[config.mk]
export PLATFORM = sky130hd
export DESIGN_NAME = mixcolumns_seq
export DESIGN_NICKNAME = d
export VERILOG_FILES = /design/src/rtl/mixcolumns_seq.sv
export SDC_FILE = /design/constraint.sdc
export NUM_CORES = 1
export LEC_CHECK = 0
export BUFFER_PORTS_ARGS = -buffer_cell sky130_fd_sc_hd__buf_2
export CORE_UTILIZATION = 40
export CTS_CLUSTER_SIZE = 30
export DETAILED_ROUTE_END_ITERATION = 16
export GPL_TIMING_DRIVEN = 0
export PLACE_DENSITY = 0.71
export SYNTH_ARGS = -nofsm -noshare
export SYNTH_HDL_FRONTEND = slang
export SYNTH_SLANG_ARGS = --single-unit
[constraint.sdc]
create_clock -name clk -period 6.35 [get_ports clk]
set_input_delay 0.3175 -clock clk [delete_from_list [all_inputs] [get_ports clk]]
set_output_delay 0.3175 -clock clk [all_outputs]
set_load 0.02 [all_outputs]
[src/rtl/mixcolumns_seq.sv]
// AES-128 MixColumns, one 32-bit column per clock over four cycles with an st/done handshake.
// Defining MIXCOL_INV_EN adds an `inv` input that selects InvMixColumns; the default build is forward-only.
module mixcolumns_seq (
    input  logic         clk,
    input  logic         rst,
    input  logic         st,
`ifdef MIXCOL_INV_EN
    input  logic         inv,
`endif
    input  logic [127:0] data_in,
    output logic [127:0] data_out,
    output logic         busy,
    output logic         done
);

    localparam int NCOL = 4;

    typedef enum logic {
        IDLE = 1'b0,
        CALC = 1'b1
    } state_t;

    state_t       state_reg, state_next;
    logic [1:0]   col_reg, col_next;
    logic [127:0] w_reg, w_next;
    logic [127:0] out_reg, out_next;
    logic         busy_reg, busy_next;
    logic         done_reg, done_next;
`ifdef MIXCOL_INV_EN
    logic         inv_reg, inv_next;
`endif

    function automatic logic [7:0] xtime(input logic [7:0] b);
        return {b[6:0], 1'b0} ^ (b[7] ? 8'h1b : 8'h00);
    endfunction

    // Column currently being processed, byte 0 (row 0) in the MSB.
    logic [31:0]  w_cols [NCOL];
    logic [31:0]  col_sel;
    logic [7:0]   a    [4];
    logic [7:0]   x2   [4];
    logic [7:0]   fwd  [4];
    logic [31:0]  mixed;
    logic [127:0] w_upd;

    genvar gi;
    generate
        for (gi = 0; gi < NCOL; gi++) begin : g_cols
            assign w_cols[gi] = w_reg[127-32*gi -: 32];
            // Only the active column is rewritten; the others pass through.
            assign w_upd[127-32*gi -: 32] = (col_reg == 2'(gi)) ? mixed : w_reg[127-32*gi -: 32];
        end
    endgenerate

    assign col_sel = w_cols[col_reg];

    generate
        for (gi = 0; gi < 4; gi++) begin : g_fwd
            assign a[gi]   = col_sel[31-8*gi -: 8];
            assign x2[gi]  = xtime(a[gi]);
            // 2*a[i] ^ 3*a[i+1] ^ a[i+2] ^ a[i+3]
            assign fwd[gi] = x2[gi] ^ x2[(gi+1)%4] ^ a[(gi+1)%4] ^ a[(gi+2)%4] ^ a[(gi+3)%4];
        end
    endgenerate

`ifdef MIXCOL_INV_EN
    logic [7:0] x4  [4];
    logic [7:0] x8  [4];
    logic [7:0] m9  [4];
    logic [7:0] mb  [4];
    logic [7:0] md  [4];
    logic [7:0] me  [4];
    logic [7:0] invb[4];

    generate
        for (gi = 0; gi < 4; gi++) begin : g_inv
            assign x4[gi] = xtime(x2[gi]);
            assign x8[gi] = xtime(x4[gi]);
            assign m9[gi] = x8[gi] ^ a[gi];
            assign mb[gi] = x8[gi] ^ x2[gi] ^ a[gi];
            assign md[gi] = x8[gi] ^ x4[gi] ^ a[gi];
            assign me[gi] = x8[gi] ^ x4[gi] ^ x2[gi];
            // 0e*a[i] ^ 0b*a[i+1] ^ 0d*a[i+2] ^ 09*a[i+3]
            assign invb[gi] = me[gi] ^ mb[(gi+1)%4] ^ md[(gi+2)%4] ^ m9[(gi+3)%4];
            assign mixed[31-8*gi -: 8] = inv_reg ? invb[gi] : fwd[gi];
        end
    endgenerate
`else
    generate
        for (gi = 0; gi < 4; gi++) begin : g_out
            assign mixed[31-8*gi -: 8] = fwd[gi];
        end
    endgenerate
`endif

    always_comb begin
        state_next = state_reg;
        col_next   = col_reg;
        w_next     = w_reg;
        out_next   = out_reg;
        busy_next  = busy_reg;
        done_next  = 1'b0;
`ifdef MIXCOL_INV_EN
        inv_next   = inv_reg;
`endif
        case (state_reg)
            IDLE: begin
                if (st) begin
                    w_next     = data_in;
                    col_next   = 2'd0;
                    busy_next  = 1'b1;
                    state_next = CALC;
`ifdef MIXCOL_INV_EN
                    inv_next   = inv;
`endif
                end
            end
            CALC: begin
                w_next   = w_upd;
                col_next = col_reg + 2'd1;
                if (col_reg == 2'd3) begin
                    // Result goes straight from the update path so data_out lands on the last edge.
                    out_next   = w_upd;
                    done_next  = 1'b1;
                    busy_next  = 1'b0;
                    state_next = IDLE;
                end
            end
            default: state_next = IDLE;
        endcase
    end

    always_ff @(posedge clk) begin
        if (rst) begin
            state_reg <= IDLE;
            col_reg   <= 2'd0;
            w_reg     <= '0;
            out_reg   <= '0;
            busy_reg  <= 1'b0;
            done_reg  <= 1'b0;
`ifdef MIXCOL_INV_EN
            inv_reg   <= 1'b0;
`endif
        end else begin
            state_reg <= state_next;
            col_reg   <= col_next;
            w_reg     <= w_next;
            out_reg   <= out_next;
            busy_reg  <= busy_next;
            done_reg  <= done_next;
`ifdef MIXCOL_INV_EN
            inv_reg   <= inv_next;
`endif
        end
    end

    assign data_out = out_reg;
    assign busy     = busy_reg;
    assign done     = done_reg;

endmodule
==> flow_summary.yaml, run 1 <==
worst_setup_path:
  cp_max_fo: 10
  reg2reg_depth: 6
  cp.arrival_ps: 3720
  cp.required_ps: 6730
  critPathKind: "reg -> reg"
  rr_startpoint: "col_reg[0]"
  crit_path_start_kind: "register"
  endpoint_kind: "register"
  rrSetupSlack_ps: 3010
  r2r-end: "data_out[74]"
floorplan:
  die_y_um: 173
  io_pins: 261
  initial_core_util_pct: 40.7
  die_w_um: 173
  dieArea_sq_mm: 0.0299
  core_area_sq_mm: 0.0287
  rows: 62
global_route:
  grt_pass1_vias: 10947
  grt_max_degree: 14
  grt_first_pass_wirelength_um: 70800
  grt_overflow: 0
  grt_use_total_pct: 31.9
  antenna_found_initial: 1
min_path:
  min-delay-start: "data_in[86]"
  hold_depth: 3
  hold_path_class: "in -> reg"
  min_to: "w_cols[86]"
synth:
  syn_nets: 1235
  ys_ff_latch: 261
  yosys_warnings: 0
  netlist_area_sq_mm: 0.0117
  postSynthCellCount: 1100
  syn_avg_cell_area_sq_um: 10.6
  synth_cell_type_count: 39
  seq_area_frac_synth_pct: 44.7
final_layout:
  layout.nets: 1524
  ff_latch_area_sq_mm: 0.00523
  layout-drive-gt1-share_pct: 26.3
  final_cell_mix: "264 x buf_2, 261 x dfxtp_1, 175 x o21ai_0"
  layout_commonest_cell: "buf_2"
  nFillCells: 2734
  postLayoutCellArea_sq_mm: 0.0144
  multi_input_area_sq_mm: 0.00596
  antennaDiodeCount: 0
  areaGrowthSynthToFinish_pct: 22.9
  fin_cells: 1794
placement:
  dp.cells: 1743
  postPlaceCellArea_sq_mm: 0.0135
  place_congestion: 0.985
  hpwlAfterDp_um: 36400
  numPortBuffers: 259
run:
  drv_cap: 0
routing:
  drc: 0
  antenna_left: 0
  avgViaCountPerCell: 6.34
  drt_iter0_markers: 1357
  drtPass1Iterations: 5
  wirelength_um: 48700
  vias: 11380
  wire_per_inst_um: 27.1
cts:
  cts_setup_buffers: 0
  cts_resized: 0
  holdBufCountCts: 0
  cts_buffers: 28
  cts_tree: "done"
  clock_latency_ps: 560
  clk_pin_slew_worst_paths_ps: 60
  cts_max_level: 1
  root_buffer: "clkbuf_16"
  clockBufferDepth: 3
  clock_sinks: 261
pwr:
  power_leakage_nw: 5.87
  cellPowerDensity_mw_per_mm2: 442
  power_mw: 6.35
  peakVddDrop_mv: 0.262
sta:
  timing.final.crit_share_pct: 52.6
  setup_violations: 0
  fmax_mhz: 299
  fin_crit_ps: 3340
  grt_setup_unrepaired: "no"
  tightest_slew_ps: 1190
  fin_skew_ps: 11.3
  drv_slew: 0
  hold_viol: 0
  slew_headroom_pct: 20.4
  setup_tns_ps: 0
outcome:
  run_status: "completed"
## Yosys cell counts (all sizes together)
cell type / n / area [sq um]
a211oi: 17 / 143
a21oi: 1 / 5.00
a22oi: 114 / 856
a31oi: 60 / 375
a32oi: 36 / 315
and2: 1 / 6.26
and4: 60 / 526
buf: 10 / 91.3
clkbuf: 100 / 375
clkinv: 1 / 3.75
dfxtp: 261 / 5230
ha: 4 / 50.1
inv: 6 / 22.5
mux2: 1 / 11.3
mux2i: 1 / 10.0
mux4: 32 / 728
nand2: 22 / 82.6
nand2b: 1 / 6.26
nand3: 18 / 90.1
nor2: 21 / 78.8
nor2b: 2 / 12.5
nor3: 2 / 10.0
o21a: 1 / 7.51
o21ai: 250 / 1250
o22ai: 6 / 37.5
xnor2: 11 / 149
xnor3: 40 / 916
xor2: 18 / 225
xor3: 3 / 71.3
## power breakdown
group	switching, mW	total (mW)	internal (mW)
clock network	0.683	1.62	0.937
logic	1.84	2.82	0.978
registers	0.133	1.91	1.77
total	2.66	6.35	3.69
## cell families after synthesis
| family | share of synthesized area [%] |
|---|---|
| xor gates and xnor gates | 11.7 |
| muxes | 6.42 |
| DFF | 44.7 |
| and+or+nand+nor | 6.95 |
| AOI/OAI and AO/OA | 25.6 |
| adders and majority gates | 0.428 |
| buffers and inverters | 4.22 |
## area by class of cell
cell class | instances | share of cell area (%)
well taps | 384 | 3.35
flip-flops and latches | 261 | 36.4
plain buffers | 110 | 3.25
repair buffers | 259 | 9.03
multi-input cells | 722 | 41.5
clock buffers | 38 | 5.43
clock inverters | 13 | 0.802
inverters | 7 | 0.183
## per-layer routing
| layer | GRT usage (%) | vias up | wire length (um) |
|---|---|---|---|
| li1 | - | 4874 | - |
| met1 | 41.7 | 5541 | 18800 |
| met2 | 50.2 | 828 | 21900 |
| met3 | 7.89 | 137 | 5950 |
| met4 | 13.6 | 0 | 2050 |
| met5 | 0 | - | 0 |
## through the flow
step,hold WS [ps],setup slack [ps],utilization (%)
floorplan,443,4100,-
global placement,434,3240,46.9
detailed placement,442,3220,46.9
CTS,0.343,3170,50.0
global route,7.44,2990,50.0
finish,3.73,3010,50.0
## critical path: stages, from the launching register on
cell and delay, ps:
dfxtp_1 360, buf_2 260, buf_2 410, mux4_2 500
xnor3_1 430, xnor2_1 930, o21ai_0 260
## worst max-delay path by stage
stage                from           end  slack [ps]
2_1_floorplan  col_reg[1]    w_cols[22]        4100
3_3_place_gp   col_reg[0]    w_cols[56]        3240
3_5_place_dp   col_reg[0]    w_cols[61]        3220
4_1_cts        col_reg[0]    w_cols[61]        3170
5_1_grt        col_reg[0]    w_cols[62]        2990
6_report       col_reg[0]  data_out[74]        3010
Power figures use the tool's default switching activity.
==> run 2: changes to the inputs <==
--- a/config.mk
+++ b/config.mk
@@ -10,7 +10,7 @@
 export CTS_CLUSTER_SIZE = 30
 export DETAILED_ROUTE_END_ITERATION = 16
 export GPL_TIMING_DRIVEN = 0
-export PLACE_DENSITY = 0.71
+export PLACE_DENSITY = 0.73
 export SYNTH_ARGS = -nofsm -noshare
 export SYNTH_HDL_FRONTEND = slang
 export SYNTH_SLANG_ARGS = --single-unit
==> constraint.sdc (replaced) <==
create_clock -name clk -period 2.85 [get_ports clk]
set_input_delay 0.1425 -clock clk [delete_from_list [all_inputs] [get_ports clk]]
set_output_delay 0.1425 -clock clk [all_outputs]
set_load 0.02 [all_outputs]
==> run 2 against run 1 <==
Compared with the run above:
- combinational power increased by 130%
- die area unchanged
- clock power grew 140%
- non-clock buffer count increased by 129
- critical path depth stayed put
- worst hold slack better by 340 ps
- flip-flop and latch count unchanged
- utilization up 5.1 points
- largest power group unchanged
- highest routed layer is now met5
- global-route usage up 1.1 points
==> flow_summary.yaml, run 2 (same netlist as run 1, synthesis figures left out) <==
outcome:
  run_status: "completed"
placement:
  hpwlAfterDp_um: 36300
  place_congestion: 0.977
  dp.cells: 1743
  numPortBuffers: 259
global_route:
  grt_first_pass_wirelength_um: 73500
  grt_pass1_vias: 11565
  grtUsageMet1_pct: 43.1
  grt_busiest_layer: "met2"
  grt_max_degree: 14
  met3_usage_pct: 6.62
  use_met2_pct: 52.3
  grt_overflow: 0
  antenna_found_initial: 1
  grt_use_total_pct: 32.9
sta:
  setup_violations: 0
  drv_slew: 0
  fmax_mhz: 352
  timing.final.crit_share_pct: 99.6
  fin_skew_ps: 23.6
  fin_crit_ps: 2840
  hold_viol: 0
  slew_headroom_pct: 36.6
  hold_ws_ps: 344
  tightest_slew_ps: 951
worst_setup_path:
  crit_buf_inv: 2
  cp.arrival_ps: 3230
  slowest_stage: "mux4_2"
  rrSetupSlack_ps: 10
  crit_path_start_kind: "register"
  endpoint_kind: "register"
  cp.required_ps: 3240
  max_stage_delay_ps: 680
  critPathKind: "reg -> reg"
  crit_chain: "buf_6 -> buf_12 -> mux4_2 -> xor2_4 -> xor2_2 -> o21ai_0"
  cp_max_fo: 10
  crit_family: "XOR/XNOR gates"
final_layout:
  antennaDiodeCount: 0
  layout-drive-gt1-share_pct: 26.0
  layout.nets: 1653
  final_cell_mix: "261 x buf_2, 261 x dfxtp_1, 175 x o21ai_0"
  areaGrowthSynthToFinish_pct: 35.4
  fin_cells: 1921
  fin_util_pct: 55.1
pwr:
  combPwrFrac_pct: 44.8
  power_frac_seq_pct: 28.8
  power_frac_clock_pct: 26.4
  p_int_mw: 8.70
  peakVddDrop_mv: 0.564
  power_leakage_nw: 6.49
  power_mw: 14.7
  cellPowerDensity_mw_per_mm2: 932
  switching_share_pct: 40.9
  switchingPower_mw: 6.03
floorplan:
  die_w_um: 173
  rows: 62
  core_area_sq_mm: 0.0287
  initial_core_util_pct: 40.7
  die_y_um: 173
  dieArea_sq_mm: 0.0299
  io_pins: 261
cts:
  clk_pin_slew_worst_paths_ps: 60
  cts_max_level: 1
  clockBufferDepth: 3
  clock_sinks: 261
  cts_tree: "done"
  clock_latency_ps: 560
  root_buffer: "clkbuf_16"
  cts_buffers: 28
routing:
  antenna_left: 0
  wire_per_inst_um: 26.2
  drtPass1Iterations: 6
  drc: 0
  wirelength_um: 50300
  drt_iter0_markers: 1671
  vias: 11994
  avgViaCountPerCell: 6.24
min_path:
  hold_path_class: "in -> reg"
run:
  drv_cap: 0
[run 2: per-stage QoR]
step / area [sq um] / setup WS, ps / setup TNS, ps
after global routing: 15800 / -4.29 / -4.29
after floorplan: 11700 / 596 / 0
after detailed placement: 13500 / -331 / -16220
after global placement: 13500 / -315 / -14410
after CTS: 15800 / 3.22 / 0
final: 15800 / 12.5 / 0
[run 2: layout make-up]
class                           instances  area (sq um)
Buffer                                110           493
Clock buffer                           38           779
Clock inverter                         11           184
Fill cell                            2572         12900
Inverter                                7          26.3
Multi-Input combinational cell        722          6040
Sequential cell                       261          5230
Tap cell                              384           480
Timing Repair Buffer                  388          2590
[run 2: worst paths after layout]
kind / endpoint / cells after the start / from
hold / removal: col_reg[0] / 3 / rst
hold reg to reg: data_out[21] / 2 / data_out[21]
setup / recovery: w_cols[103] / 6 / col_reg[1]
setup reg to reg: w_cols[103] / 6 / col_reg[1]
[run 2: worst min-delay path: stages]
cell and delay, ps:
clkbuf_1 240, clkbuf_1 330, nor2_1 150
[run 2: repair_timing]
| action | in CTS | in global routing |
|---|---|---|
| pin swaps | 0 | 1 |
| setup endpoints to repair | 105 | 152 |
| hold endpoints to repair | 129 | 0 |
| hold buffers | 129 | 0 |
| resized for setup | 13 | 30 |
| setup buffers | 0 | 0 |
[run 2: layer usage]
layer	vias up	part of all wire (%)
li1	5135	-
met1	5735	38
met2	951	45
met3	171	12
met4	2	5.0
met5	-	0.026
[run 2: power by group through the flow]
stage / Clock [mW] / Sequential, mW / Combinational [mW]
4_1_cts: 3.88 / 4.23 / 6.31
3_5_place_dp: 0 / 4.31 / 6.07
2_1_floorplan: 0 / 4.18 / 3.85
3_3_place_gp: 0 / 4.30 / 6.03
6_report: 3.90 / 4.25 / 6.60
5_1_grt: 4.03 / 4.26 / 6.74
